<file path="config.mk">
export PLATFORM = sky130hd
export DESIGN_NAME = vx_barrier_ctl_flat
export DESIGN_NICKNAME = d
export VERILOG_FILES = /design/src/rtl/vx_barrier_ctl_pkg.sv /design/src/rtl/vx_barrier_ctl_if.sv /design/src/rtl/vx_barrier_ctl_entry.sv /design/src/rtl/vx_barrier_ctl.sv /design/src/flat_wrapper.sv
export SDC_FILE = /design/constraint.sdc
export NUM_CORES = 1
export LEC_CHECK = 0
export ABC_CLOCK_PERIOD_IN_PS = 2200
export CORE_ASPECT_RATIO = 1.4
export CORE_UTILIZATION = 47
export CTS_CLUSTER_SIZE = 20
export DETAILED_ROUTE_END_ITERATION = 8
export GPL_ROUTABILITY_DRIVEN = 1
export PLACE_DENSITY = 0.73
export SLEW_MARGIN = 20
export SYNTH_ARGS = -nofsm -noshare
export SYNTH_HDL_FRONTEND = slang
export SYNTH_SLANG_ARGS = --single-unit
</file>
<file path="constraint.sdc">
create_clock -name clk -period 2.2 [get_ports clk]
set_clock_uncertainty 0.05 [all_clocks]
set_input_delay 0.66 -clock clk [delete_from_list [all_inputs] [get_ports clk]]
set_output_delay 0.66 -clock clk [all_outputs]
set_load 0.02 [all_outputs]
</file>
<file path="src/rtl/vx_barrier_ctl_pkg.sv">
// Shared types for the per-core barrier scheduler: sizing, entry state and global FSM states.
package vx_barrier_ctl_pkg;

  localparam int unsigned NUM_WARPS    = 4;
  localparam int unsigned NUM_BARRIERS = 4;
  localparam int unsigned NW_WIDTH     = 2;
  localparam int unsigned NB_WIDTH     = 2;

  typedef struct packed {
    logic [NW_WIDTH-1:0]  count;
    logic [NUM_WARPS-1:0] wmask;
    logic                 is_global;
    logic [NW_WIDTH-1:0]  size_m1;
    logic                 gpend;     // locally complete, waiting for the cluster network
  } bar_entry_t;

  typedef enum logic [1:0] {
    BAR_IDLE,
    BAR_REQ,
    BAR_WAIT
  } bar_state_e;

  // Priority encoder: index of the lowest set bit (0 when none set).
  function automatic logic [NB_WIDTH-1:0] lowest_set(input logic [NUM_BARRIERS-1:0] vec);
    logic [NB_WIDTH-1:0] idx;
    idx = '0;
    for (int i = NUM_BARRIERS - 1; i >= 0; i--) begin
      if (vec[i]) idx = NB_WIDTH'(i);
    end
    return idx;
  endfunction

endpackage

</file>
<file path="src/rtl/vx_barrier_ctl_if.sv">
// Warp-control side and cluster barrier-network side signals of the barrier scheduler.
interface vx_barrier_ctl_if;

  logic                                         req_valid;
  logic [vx_barrier_ctl_pkg::NW_WIDTH-1:0]      req_wid;
  logic [vx_barrier_ctl_pkg::NB_WIDTH-1:0]      req_id;
  logic [vx_barrier_ctl_pkg::NW_WIDTH-1:0]      req_size_m1;
  logic                                         req_is_global;
  logic [vx_barrier_ctl_pkg::NUM_WARPS-1:0]     active_wmask;
  logic [vx_barrier_ctl_pkg::NUM_WARPS-1:0]     stalled;
  logic                                         release_valid;
  logic [vx_barrier_ctl_pkg::NUM_WARPS-1:0]     release_mask;
  logic                                         gbar_req_valid;
  logic [vx_barrier_ctl_pkg::NB_WIDTH-1:0]      gbar_req_id;
  logic [vx_barrier_ctl_pkg::NW_WIDTH-1:0]      gbar_req_size_m1;
  logic                                         gbar_req_ready;
  logic                                         gbar_rsp_valid;
  logic [vx_barrier_ctl_pkg::NB_WIDTH-1:0]      gbar_rsp_id;

  modport master (
    output req_valid, req_wid, req_id, req_size_m1, req_is_global, active_wmask,
    output gbar_req_ready, gbar_rsp_valid, gbar_rsp_id,
    input  stalled, release_valid, release_mask,
    input  gbar_req_valid, gbar_req_id, gbar_req_size_m1
  );

  modport slave (
    input  req_valid, req_wid, req_id, req_size_m1, req_is_global, active_wmask,
    input  gbar_req_ready, gbar_rsp_valid, gbar_rsp_id,
    output stalled, release_valid, release_mask,
    output gbar_req_valid, gbar_req_id, gbar_req_size_m1
  );

endinterface

</file>
<file path="src/rtl/vx_barrier_ctl_entry.sv">
// One barrier id: arrival counting, waiting-warp mask and completion compare.
module vx_barrier_ctl_entry
  import vx_barrier_ctl_pkg::*;
(
  input  logic                 clk,
  input  logic                 reset,
  input  logic                 arrive,
  input  logic [NW_WIDTH-1:0]  wid,
  input  logic [NW_WIDTH-1:0]  size_m1,
  input  logic                 is_global,
  input  logic [NUM_WARPS-1:0] active_wmask,
  input  logic                 gclear,
  output bar_entry_t           entry,
  output logic [NUM_WARPS-1:0] done_mask,
  output logic                 stall
);

  bar_entry_t           entry_q, entry_d;
  logic [NUM_WARPS-1:0] new_mask;

  assign new_mask = entry_q.wmask | (NUM_WARPS'(1) << wid);
  assign entry    = entry_q;

  // Next entry state; a local completion hands the full mask out and empties the entry.
  always_comb begin
    entry_d   = entry_q;
    done_mask = '0;
    stall     = 1'b0;
    if (gclear) begin
      entry_d = '0;
    end else if (arrive) begin
      entry_d.size_m1   = size_m1;
      entry_d.is_global = is_global;
      if (is_global) begin
        entry_d.wmask = new_mask;
        stall         = 1'b1;
        // Local completion of a global barrier only queues it for the network.
        if ((new_mask & active_wmask) == active_wmask) entry_d.gpend = 1'b1;
      end else if (entry_q.count == size_m1) begin
        done_mask = new_mask;
        entry_d   = '0;
      end else begin
        entry_d.count = entry_q.count + NW_WIDTH'(1);
        entry_d.wmask = new_mask;
        stall         = 1'b1;
      end
    end
  end

  // Entry state register.
  always_ff @(posedge clk or posedge reset) begin
    if (reset) entry_q <= '0;
    else       entry_q <= entry_d;
  end

endmodule

</file>
<file path="src/rtl/vx_barrier_ctl.sv">
// Per-core barrier scheduler: stalls arriving warps, releases groups, forwards global barriers.
module vx_barrier_ctl
  import vx_barrier_ctl_pkg::*;
(
  input logic           clk,
  input logic           reset,
  vx_barrier_ctl_if.slave bar
);

  bar_entry_t           ent       [NUM_BARRIERS];
  logic [NUM_WARPS-1:0] done_mask [NUM_BARRIERS];
  logic [NUM_BARRIERS-1:0] arrive, stall, gclear, gpend_vec, busy_vec, global_vec;

  bar_state_e          state_q, state_d;
  logic [NB_WIDTH-1:0] gid_q, gid_d;
  logic [NW_WIDTH-1:0] gsize_q, gsize_d;
  logic                gmatch, req_valid;

  logic [NUM_WARPS-1:0] stalled_q, stalled_d, rel_mask_q, rel_d, stall_set;
  logic                 rel_valid_q;

  for (genvar g = 0; g < NUM_BARRIERS; g++) begin : g_entry
    assign arrive[g] = bar.req_valid && (bar.req_id == NB_WIDTH'(g));
    vx_barrier_ctl_entry u_entry (
      .clk          (clk),
      .reset        (reset),
      .arrive       (arrive[g]),
      .wid          (bar.req_wid),
      .size_m1      (bar.req_size_m1),
      .is_global    (bar.req_is_global),
      .active_wmask (bar.active_wmask),
      .gclear       (gclear[g]),
      .entry        (ent[g]),
      .done_mask    (done_mask[g]),
      .stall        (stall[g])
    );
    assign gpend_vec[g]  = ent[g].gpend;
    assign busy_vec[g]   = (|ent[g].wmask) || (|ent[g].count);
    assign global_vec[g] = ent[g].is_global;
  end

  assign gmatch = (state_q == BAR_WAIT) && bar.gbar_rsp_valid && (bar.gbar_rsp_id == gid_q);

  // Merge local and global releases; released warps leave the stall mask together.
  always_comb begin
    rel_d = '0;
    for (int b = 0; b < NUM_BARRIERS; b++) rel_d |= done_mask[b];
    if (gmatch) rel_d |= ent[gid_q].wmask;
    stall_set = '0;
    if (|stall) stall_set = NUM_WARPS'(1) << bar.req_wid;
    stalled_d = (stalled_q | stall_set) & ~rel_d;
  end

  // Registered release pulse and stall mask.
  always_ff @(posedge clk or posedge reset) begin
    if (reset) begin
      stalled_q   <= '0;
      rel_mask_q  <= '0;
      rel_valid_q <= 1'b0;
    end else begin
      stalled_q   <= stalled_d;
      rel_mask_q  <= rel_d;
      rel_valid_q <= |rel_d;
    end
  end

  // Global FSM state and latched in-flight request.
  always_ff @(posedge clk or posedge reset) begin
    if (reset) begin
      state_q <= BAR_IDLE;
      gid_q   <= '0;
      gsize_q <= '0;
    end else begin
      state_q <= state_d;
      gid_q   <= gid_d;
      gsize_q <= gsize_d;
    end
  end

  // Global FSM next state: one barrier in flight, lowest pending id first.
  always_comb begin
    state_d = state_q;
    gid_d   = gid_q;
    gsize_d = gsize_q;
    case (state_q)
      BAR_IDLE: begin
        if (|gpend_vec) begin
          gid_d   = lowest_set(gpend_vec);
          gsize_d = ent[gid_d].size_m1;
          state_d = BAR_REQ;
        end
      end
      BAR_REQ:  if (bar.gbar_req_ready) state_d = BAR_WAIT;
      BAR_WAIT: if (gmatch) state_d = BAR_IDLE;
      default:  state_d = BAR_IDLE;
    endcase
  end

  // Global FSM outputs.
  always_comb begin
    req_valid = (state_q == BAR_REQ);
    gclear    = '0;
    if (gmatch) gclear[gid_q] = 1'b1;
  end

  assign bar.stalled          = stalled_q;
  assign bar.release_valid    = rel_valid_q;
  assign bar.release_mask     = rel_mask_q;
  assign bar.gbar_req_valid   = req_valid;
  assign bar.gbar_req_id      = gid_q;
  assign bar.gbar_req_size_m1 = gsize_q;

  a_no_stalled_arrival: assert property (@(posedge clk) disable iff (reset)
    bar.req_valid |-> !stalled_q[bar.req_wid]);
  a_no_gpend_arrival: assert property (@(posedge clk) disable iff (reset)
    bar.req_valid |-> !gpend_vec[bar.req_id]);
  a_no_mixed_kind: assert property (@(posedge clk) disable iff (reset)
    (bar.req_valid && busy_vec[bar.req_id]) |-> (global_vec[bar.req_id] == bar.req_is_global));
  a_rsp_matches: assert property (@(posedge clk) disable iff (reset)
    ((state_q == BAR_WAIT) && bar.gbar_rsp_valid) |-> (bar.gbar_rsp_id == gid_q));

endmodule

</file>
<file path="src/flat_wrapper.sv">
// flat-port wrapper written by rule: the top's interface ports become plain ports
module vx_barrier_ctl_flat import vx_barrier_ctl_pkg::*;
  (clk, reset, bar_req_valid, bar_req_wid, bar_req_id, bar_req_size_m1, bar_req_is_global, bar_active_wmask, bar_gbar_req_ready, bar_gbar_rsp_valid, bar_gbar_rsp_id, bar_stalled, bar_release_valid, bar_release_mask, bar_gbar_req_valid, bar_gbar_req_id, bar_gbar_req_size_m1);
  vx_barrier_ctl_if bar_i ();
  input logic clk;
  input logic reset;
  input wire logic [$bits(bar_i.req_valid)-1:0] bar_req_valid;
  input wire logic [$bits(bar_i.req_wid)-1:0] bar_req_wid;
  input wire logic [$bits(bar_i.req_id)-1:0] bar_req_id;
  input wire logic [$bits(bar_i.req_size_m1)-1:0] bar_req_size_m1;
  input wire logic [$bits(bar_i.req_is_global)-1:0] bar_req_is_global;
  input wire logic [$bits(bar_i.active_wmask)-1:0] bar_active_wmask;
  input wire logic [$bits(bar_i.gbar_req_ready)-1:0] bar_gbar_req_ready;
  input wire logic [$bits(bar_i.gbar_rsp_valid)-1:0] bar_gbar_rsp_valid;
  input wire logic [$bits(bar_i.gbar_rsp_id)-1:0] bar_gbar_rsp_id;
  output wire logic [$bits(bar_i.stalled)-1:0] bar_stalled;
  output wire logic [$bits(bar_i.release_valid)-1:0] bar_release_valid;
  output wire logic [$bits(bar_i.release_mask)-1:0] bar_release_mask;
  output wire logic [$bits(bar_i.gbar_req_valid)-1:0] bar_gbar_req_valid;
  output wire logic [$bits(bar_i.gbar_req_id)-1:0] bar_gbar_req_id;
  output wire logic [$bits(bar_i.gbar_req_size_m1)-1:0] bar_gbar_req_size_m1;
  assign bar_i.req_valid = bar_req_valid;
  assign bar_i.req_wid = bar_req_wid;
  assign bar_i.req_id = bar_req_id;
  assign bar_i.req_size_m1 = bar_req_size_m1;
  assign bar_i.req_is_global = bar_req_is_global;
  assign bar_i.active_wmask = bar_active_wmask;
  assign bar_i.gbar_req_ready = bar_gbar_req_ready;
  assign bar_i.gbar_rsp_valid = bar_gbar_rsp_valid;
  assign bar_i.gbar_rsp_id = bar_gbar_rsp_id;
  assign bar_stalled = bar_i.stalled;
  assign bar_release_valid = bar_i.release_valid;
  assign bar_release_mask = bar_i.release_mask;
  assign bar_gbar_req_valid = bar_i.gbar_req_valid;
  assign bar_gbar_req_id = bar_i.gbar_req_id;
  assign bar_gbar_req_size_m1 = bar_i.gbar_req_size_m1;
  vx_barrier_ctl u_core (.clk(clk), .reset(reset), .bar(bar_i));
endmodule
</file>
==> summary.md, run 1 <==
| Metric | Value |
|---|---|
| Outcome | `finished, final reports clean` |
| Largest net degree at the start of global routing | `37` |
| Clock Pin Slew Worst Setup and Hold Paths | `0.09 ns` |
| Inst Count DP | `458` |
| Crit-path max FO | `7` |
| Die Width | `69.2 microns` |
| Initial DRC count | `175` |
| Initial antenna violation count | `0` |
| HPWL Detailed | `6.80 mm` |
| Synth warn | `0` |
| Grt met1 use | `32.7%` |
| Placeable Area | `0.00599 sq mm` |
| Site Rows | `33` |
| Port bufs | `31` |
| HP Class | `reg2reg` |
| Most common library cell in the layout ignoring fill and taps | `buf_4` |
| WHS | `0.440 ns` |
| Cell area after synthesis | `0.00298 sq mm` |
| Synth Register Bits | `51` |
| Drt via density | `6.26` |
| Crit end category | `register` |
| Global placement routability congestion | `0.925` |
| Global-route wire length before repair | `14.3 mm` |
| Crit-path cells | `clkdlybuf4s50_1 -> buf_4 -> nand4bb_1 -> nand3b_1 -> buf_6 -> nor3_2 -> nor4_4 -> o21a_1` |
| CTS tree | `yes` |
| Total gr overflow | `0` |
| Number of synthesized flops with an enable pin | `0` |
| Cell area power density | `963 mW/mm^2` |
| Global-route usage over all layers | `28.3%` |
| Post-synth top flop | `dfrtp_1` |
| Clock Latency Late Sink | `0.31 ns` |
| Syn Nets | `320` |
| Placed instance area | `0.00385 sq mm` |
| Register area share after synthesis | `42.9%` |
| RSZ-0062 raised after global routing | `true` |
| Critical path type | `in2reg` |
| Die area | `0.00666 sq mm` |
| Area grow syn2layout | `45.2%` |
| Post-Synthesis Cells | `302` |
| Buffer depth of the longest clock path | `2` |
| Cts hold-fix bufs | `0` |
| Worst reg-to-reg path cell count | `7` |
| Drt pass-1 iters | `4` |
| Share of cells above drive strength 1 | `35.8%` |
| Met3 usage | `3.46%` |
| Die height | `96.1 microns` |
| Worst slew pin tran | `0.542 ns` |
| Root buf cell | `clkbuf_8` |
| DRC viols | `0` |
| CP max-delay cell | `clkdlybuf4s50_1` |
| Total Power | `4.16 mW` |
| Worst relative slew slack | `63.6%` |
| Slew Limit Fails | `0` |
| Peak VDD IR | `0.708 mV` |
| WHS Path Cells | `2` |
| Max incr delay on CP | `0.50 ns` |
| Detail Route Antenna Nets | `0` |
| Avg Cell Area, Syn | `9.85 sq um` |
| Nature of the critical path startpoint | `primary input` |
| Reg2Reg Setup Slack | `0.16 ns` |
| I/O pins | `32` |
| N_diodes | `0` |
| Worst hold start | `u_core.bar.gbar_req_size_m1[1]` |
| Tmin final | `2.17 ns` |
| Cts bufs inserted | `5` |
| Fin area | `0.00432 sq mm` |
| Worst EP arrival | `2.32 ns` |
| CTS H-Tree Depth | `2` |
| Post-Route WL | `9.45 mm` |
| Endpoints failing setup | `0` |
| Worst EP required | `2.35 ns` |
| Clock Sinks | `51` |
| Peak Freq | `461 MHz` |
| GR Util met2 | `53.3%` |
| Most frequent cells in the layout | `71 x buf_4, 49 x dfrtp_1, 41 x nor2_1, 21 x clkdlybuf4s50_1, 19 x a21oi_1` |
| Async S/R FF share, synth | `100%` |
| Buf/Inv on CP | `3` |
| Pleak | `1.95 nW` |
| RR Startpoint | `u_core.bar.gbar_req_id[1]` |
| Final Hold Viols | `0` |
| Initial core utilization | `49.7%` |
| Nets | `423` |
| Via Count | `2973` |
| Post-Layout Cell Count | `475` |
| Max cap viols | `0` |
| Yosys cell types | `54` |
| Hold Crit Endpoint | `u_core.bar.gbar_req_size_m1[1]` |
| Busiest grt layer | `met2` |
| Number of global-route vias before repair | `2877` |
| Cell family with most CP delay | `buffers and inverters` |
| Final Cycle Share | `98.6%` |
| Routed WL per cell | `19.9 microns` |
| R2R Path End | `u_core.bar.stalled[1]` |
## per-stage QoR
stage	worst slack, ns	util, %	setup TNS, ns
2_1_floorplan	0.00922	-	0
3_3_place_gp	-0.460	64.3	-12.47
3_5_place_dp	-0.512	64.3	-13.69
4_1_cts	-0.0369	68.1	-0.0911
5_1_grt	-0.0298	72.2	-0.0833
6_report	0.0314	72.2	0
## cell type report
cell class                 count  area [sq um]
inverter                      14          52.6
sequential                    51          1280
clock buffer                   5          68.8
fill                         429          1670
clock inverter                 2          13.8
timing repair buffer         109           930
tap                           70          87.6
multi-input combinational    224          1890
## flip-flops by register name, indices dropped and copies added, names as in the netlist
| register | cells |
|---|---|
| u_core.bar.release_mask | 4 |
| u_core.bar.gbar_req_id | 2 |
| u_core.bar.release_valid | 1 |
| u_core.bar.gbar_req_size_m1 | 2 |
| u_core.state_q | 2 |
| u_core.bar.stalled | 4 |
| u_core.g_entry.u_entry.entry | 36 |
## timing repair
item,4_1_cts,5_1_grt
setup buffers,7,4
endpoints found under the hold margin,0,0
pin swaps,4,10
endpoints found under the setup margin,25,20
gates resized for setup,29,39
## worst max path at each step
stage / slack (ns) / endpoint / from / cells after the start
finish: 0.03 / u_core.bar.stalled[1] / bar_req_id[0] / 8
global route: -0.03 / u_core.bar.stalled[2] / bar_req_id[0] / 8
CTS: -0.04 / u_core.bar.stalled[0] / bar_req_id[1] / 8
detailed placement: -0.51 / u_core.bar.stalled[3] / bar_req_size_m1[0] / 7
global placement: -0.46 / u_core.g_entry[2].u_entry.entry[5] / bar_req_size_m1[0] / 7
floorplan: 0.009 / u_core.bar.stalled[1] / u_core.bar.gbar_req_id[1] / 7
## synthesized netlist by cell type (6+ instances only)
master    number  area [sq um]
xnor2_1        6          52.6
o21ai_0       14          70.1
inv_1         13          48.8
a21oi_1       19          95.1
nand2_1        7          26.3
nand4_1        8          50.1
mux2i_1        7          70.1
nor2_1        43           161
nor2b_1        8          50.1
buf_2          6          30.0
dfrtp_1       51          1280
a22o_1        17           149
nor3_1        14          70.1
clkbuf_1       6          22.5
## worst min-delay path, delay by kind of cell, from the launching register on
family	cells	cell delay [ns]
flip-flops	1	0.35
AO/OA/AOI/OAI	1	0.06
AND/OR/NAND/NOR	1	0.05
## where the power goes
part | total [mW] | switching (mW) | internal [mW]
Combinational | 1.89 | 0.941 | 0.953
Sequential | 1.74 | 0.447 | 1.29
Clock | 0.526 | 0.308 | 0.218
Total | 4.16 | 1.70 | 2.46
## per-layer routing
layer	share of wire, %	up-vias
li1	-	1340
met1	38	1464
met2	53	143
met3	5.5	26
met4	3.2	0
met5	0	-
## logic make-up (layout without fill, tap and decap cells)
group	count (synthesis)	count (layout)	share of synthesized area (%)
and+or+nand+nor	119	119	24.8
xor gates and xnor gates	10	10	2.94
AOI/OAI and AO/OA	82	82	19.6
buffers and inverters	27	130	3.66
DFF	51	51	42.9
muxes	13	13	6.14
(Power assumes the default switching activity.)
==> inputs of run 2 (changes only) <==
CORE_MARGIN = 2   (was default)
==> run 2 against run 1 <==
Against the previous run:
- largest cell class unchanged
- sequential power barely moved
- largest power group unchanged
- core utilization fell by 3.1 points
- first-iteration DRC count rose by 37%
- routed wire length rose by 1.7%
- flip-flop and latch count did not move
- final cell count fell by 0.84%
- critical path type unchanged
- fmax fell by 0.22%
==> summary.md, run 2 (synthesis gave the netlist of run 1 again) <==
| Metric | Value |
|---|---|
| Buffer depth of the longest clock path | `2` |
| Initial DRC count | `239` |
| Net Sw Power | `1.69 mW` |
| Nature of the critical path startpoint | `primary input` |
| Worst EP arrival | `2.33 ns` |
| Die height | `98.1 microns` |
| Area grow syn2layout | `43.2%` |
| Max reg flops | `36` |
| Worst relative slew slack | `55.9%` |
| Site Rows | `34` |
| N_diodes | `0` |
| RR Startpoint | `u_core.state_q[0]` |
| Hold Crit Endpoint | `u_core.bar.gbar_req_size_m1[1]` |
| Peak VDD IR | `0.430 mV` |
| Slew Limit Fails | `0` |
| Most frequent cells in the layout | `65 x buf_4, 48 x dfrtp_1, 41 x nor2_1, 19 x a21oi_1, 19 x clkdlybuf4s50_1` |
| Peak Freq | `460 MHz` |
| Pleak | `1.92 nW` |
| R2R Path End | `u_core.bar.stalled[2]` |
| Initial antenna violation count | `0` |
| Final Hold Viols | `0` |
| Number of global-route vias before repair | `2920` |
| Die Width | `71.2 microns` |
| Share of cells above drive strength 1 | `34.1%` |
| Drt pass-1 iters | `6` |
| Wl on met1 | `3.57 mm` |
| Clock Pin Slew Worst Setup and Hold Paths | `0.09 ns` |
| Most common library cell in the layout ignoring fill and taps | `buf_4` |
| Reg2Reg Setup Slack | `0.10 ns` |
| Global placement routability congestion | `0.949` |
| Max incr delay on CP | `0.40 ns` |
| Tmin final | `2.17 ns` |
| Root buf cell | `clkbuf_8` |
| Post-Route WL | `9.61 mm` |
| CP max-delay cell | `o41a_1` |
| Int Pwr | `2.68 mW` |
| Outcome | `finished, final reports clean` |
| Sw frac | `38.6%` |
| Crit end category | `register` |
| Routed WL per cell | `20.4 microns` |
| HP Class | `reg2reg` |
| Highest metal used | `met4` |
| Worst hold start | `u_core.bar.gbar_req_size_m1[1]` |
| Max cap viols | `0` |
| Dpl ws | `-0.508 ns` |
| Placed instance area | `0.00378 sq mm` |
| Port bufs | `31` |
| Worst reg-to-reg path cell count | `7` |
| Global-route wire length before repair | `14.5 mm` |
| Clock Latency Late Sink | `0.31 ns` |
| Total gr overflow | `0` |
| Endpoints failing setup | `0` |
| WHS Path Cells | `2` |
| CTS tree | `yes` |
| Worst EP required | `2.36 ns` |
| Via Count | `2990` |
| Crit-path max FO | `7` |
| Clock power frac | `17.8%` |
| Largest net degree at the start of global routing | `52` |
| Cell area power density | `1020 mW/mm^2` |
| Global-route usage over all layers | `26.6%` |
| HPWL Detailed | `6.52 mm` |
| Initial core utilization | `48.2%` |
| Setup ws final | `0.0266 ns` |
| Critical path type | `in2reg` |
| # fillers | `443` |
| Clock Sinks | `51` |
| I/O pins | `32` |
| Total Power | `4.36 mW` |
| DR WL met2 | `4.97 mm` |
| Buf/Inv on CP | `3` |
| Cts bufs inserted | `5` |
| DRC viols | `0` |
| Placeable Area | `0.00617 sq mm` |
| Cell family with most CP delay | `compound AO/OA/AOI/OAI gates` |
| Met3 WL | `537 microns` |
| Crit path launch | `bar_req_size_m1[0]` |
| Nets | `416` |
| Detail Route Antenna Nets | `0` |
| Worst slew pin tran | `0.656 ns` |
| Crit-path cells | `dlygate4sd2_1 -> buf_6 -> xnor2_2 -> and3_4 -> nor3b_4 -> buf_4 -> o41a_1 -> o21a_1` |
| Final Cycle Share | `98.8%` |
| CTS H-Tree Depth | `2` |
| Die area | `0.00699 sq mm` |
| Drt via density | `6.35` |
| Logic pwr share | `42.4%` |
| Fin area | `0.00426 sq mm` |
| Flop pwr share | `39.8%` |
[run 2: power groups by stage]
| stage | Combinational [mW] | Clock [mW] | Sequential [mW] |
|---|---|---|---|
| 2_1_floorplan | 1.06 | 0 | 1.66 |
| 3_3_place_gp | 1.62 | 0 | 1.70 |
| 3_5_place_dp | 1.66 | 0 | 1.72 |
| 4_1_cts | 1.74 | 0.782 | 1.71 |
| 5_1_grt | 1.99 | 0.822 | 1.79 |
| 6_report | 1.85 | 0.777 | 1.74 |
[run 2: tightest hold or removal path, delay by kind of cell (launching register included)]
family | cells | cell delay [ns]
flip-flops | 1 | 0.36
AO/OA/AOI/OAI | 1 | 0.06
AND/OR/NAND/NOR | 1 | 0.04
[run 2: worst max path at each step]
stage / to / cells after the start
floorplan: u_core.bar.stalled[1] / 7
global placement: u_core.bar.release_valid / 6
detailed placement: u_core.bar.release_valid / 6
CTS: u_core.bar.stalled[3] / 8
global route: u_core.bar.release_valid / 6
finish: u_core.bar.stalled[2] / 8
[run 2: final cells by class]
| type | count | area (sq um) | area share [%] |
|---|---|---|---|
| clock buffers | 5 | 68.8 | 1.61 |
| clock inverters | 3 | 67.6 | 1.59 |
| inverters | 14 | 52.6 | 1.23 |
| multi-input cells | 224 | 1830 | 42.9 |
| flip-flops and latches | 51 | 1280 | 30.0 |
| well taps | 72 | 90.1 | 2.11 |
| repair buffers | 102 | 875 | 20.5 |
[run 2: metal layers]
layer	vias to the layer above	global-route usage [%]
li1	1331	-
met1	1459	32.5
met3	45	3.10
met2	155	45.2
met5	-	0
met4	0	14.1
[run 2: timing repair]
| item | CTS | global route |
|---|---|---|
| resized for setup | 46 | 16 |
| pin swaps | 12 | 6 |
| hold buffers | 0 | 0 |
| buffers inserted | 3 | 10 |
| endpoints found under the setup margin | 27 | 23 |
[run 2: metrics by stage]
stage          hold slack (ns)  setup TNS (ns)  std cells  util [%]
2_1_floorplan            0.422               0        302         -
3_3_place_gp             0.416          -10.95        450      61.3
3_5_place_dp             0.423          -12.27        450      61.3
4_1_cts                  0.445         -0.0110        461      66.7
5_1_grt                  0.481         -0.0685        471      69.1
6_report                 0.438               0        471      69.1
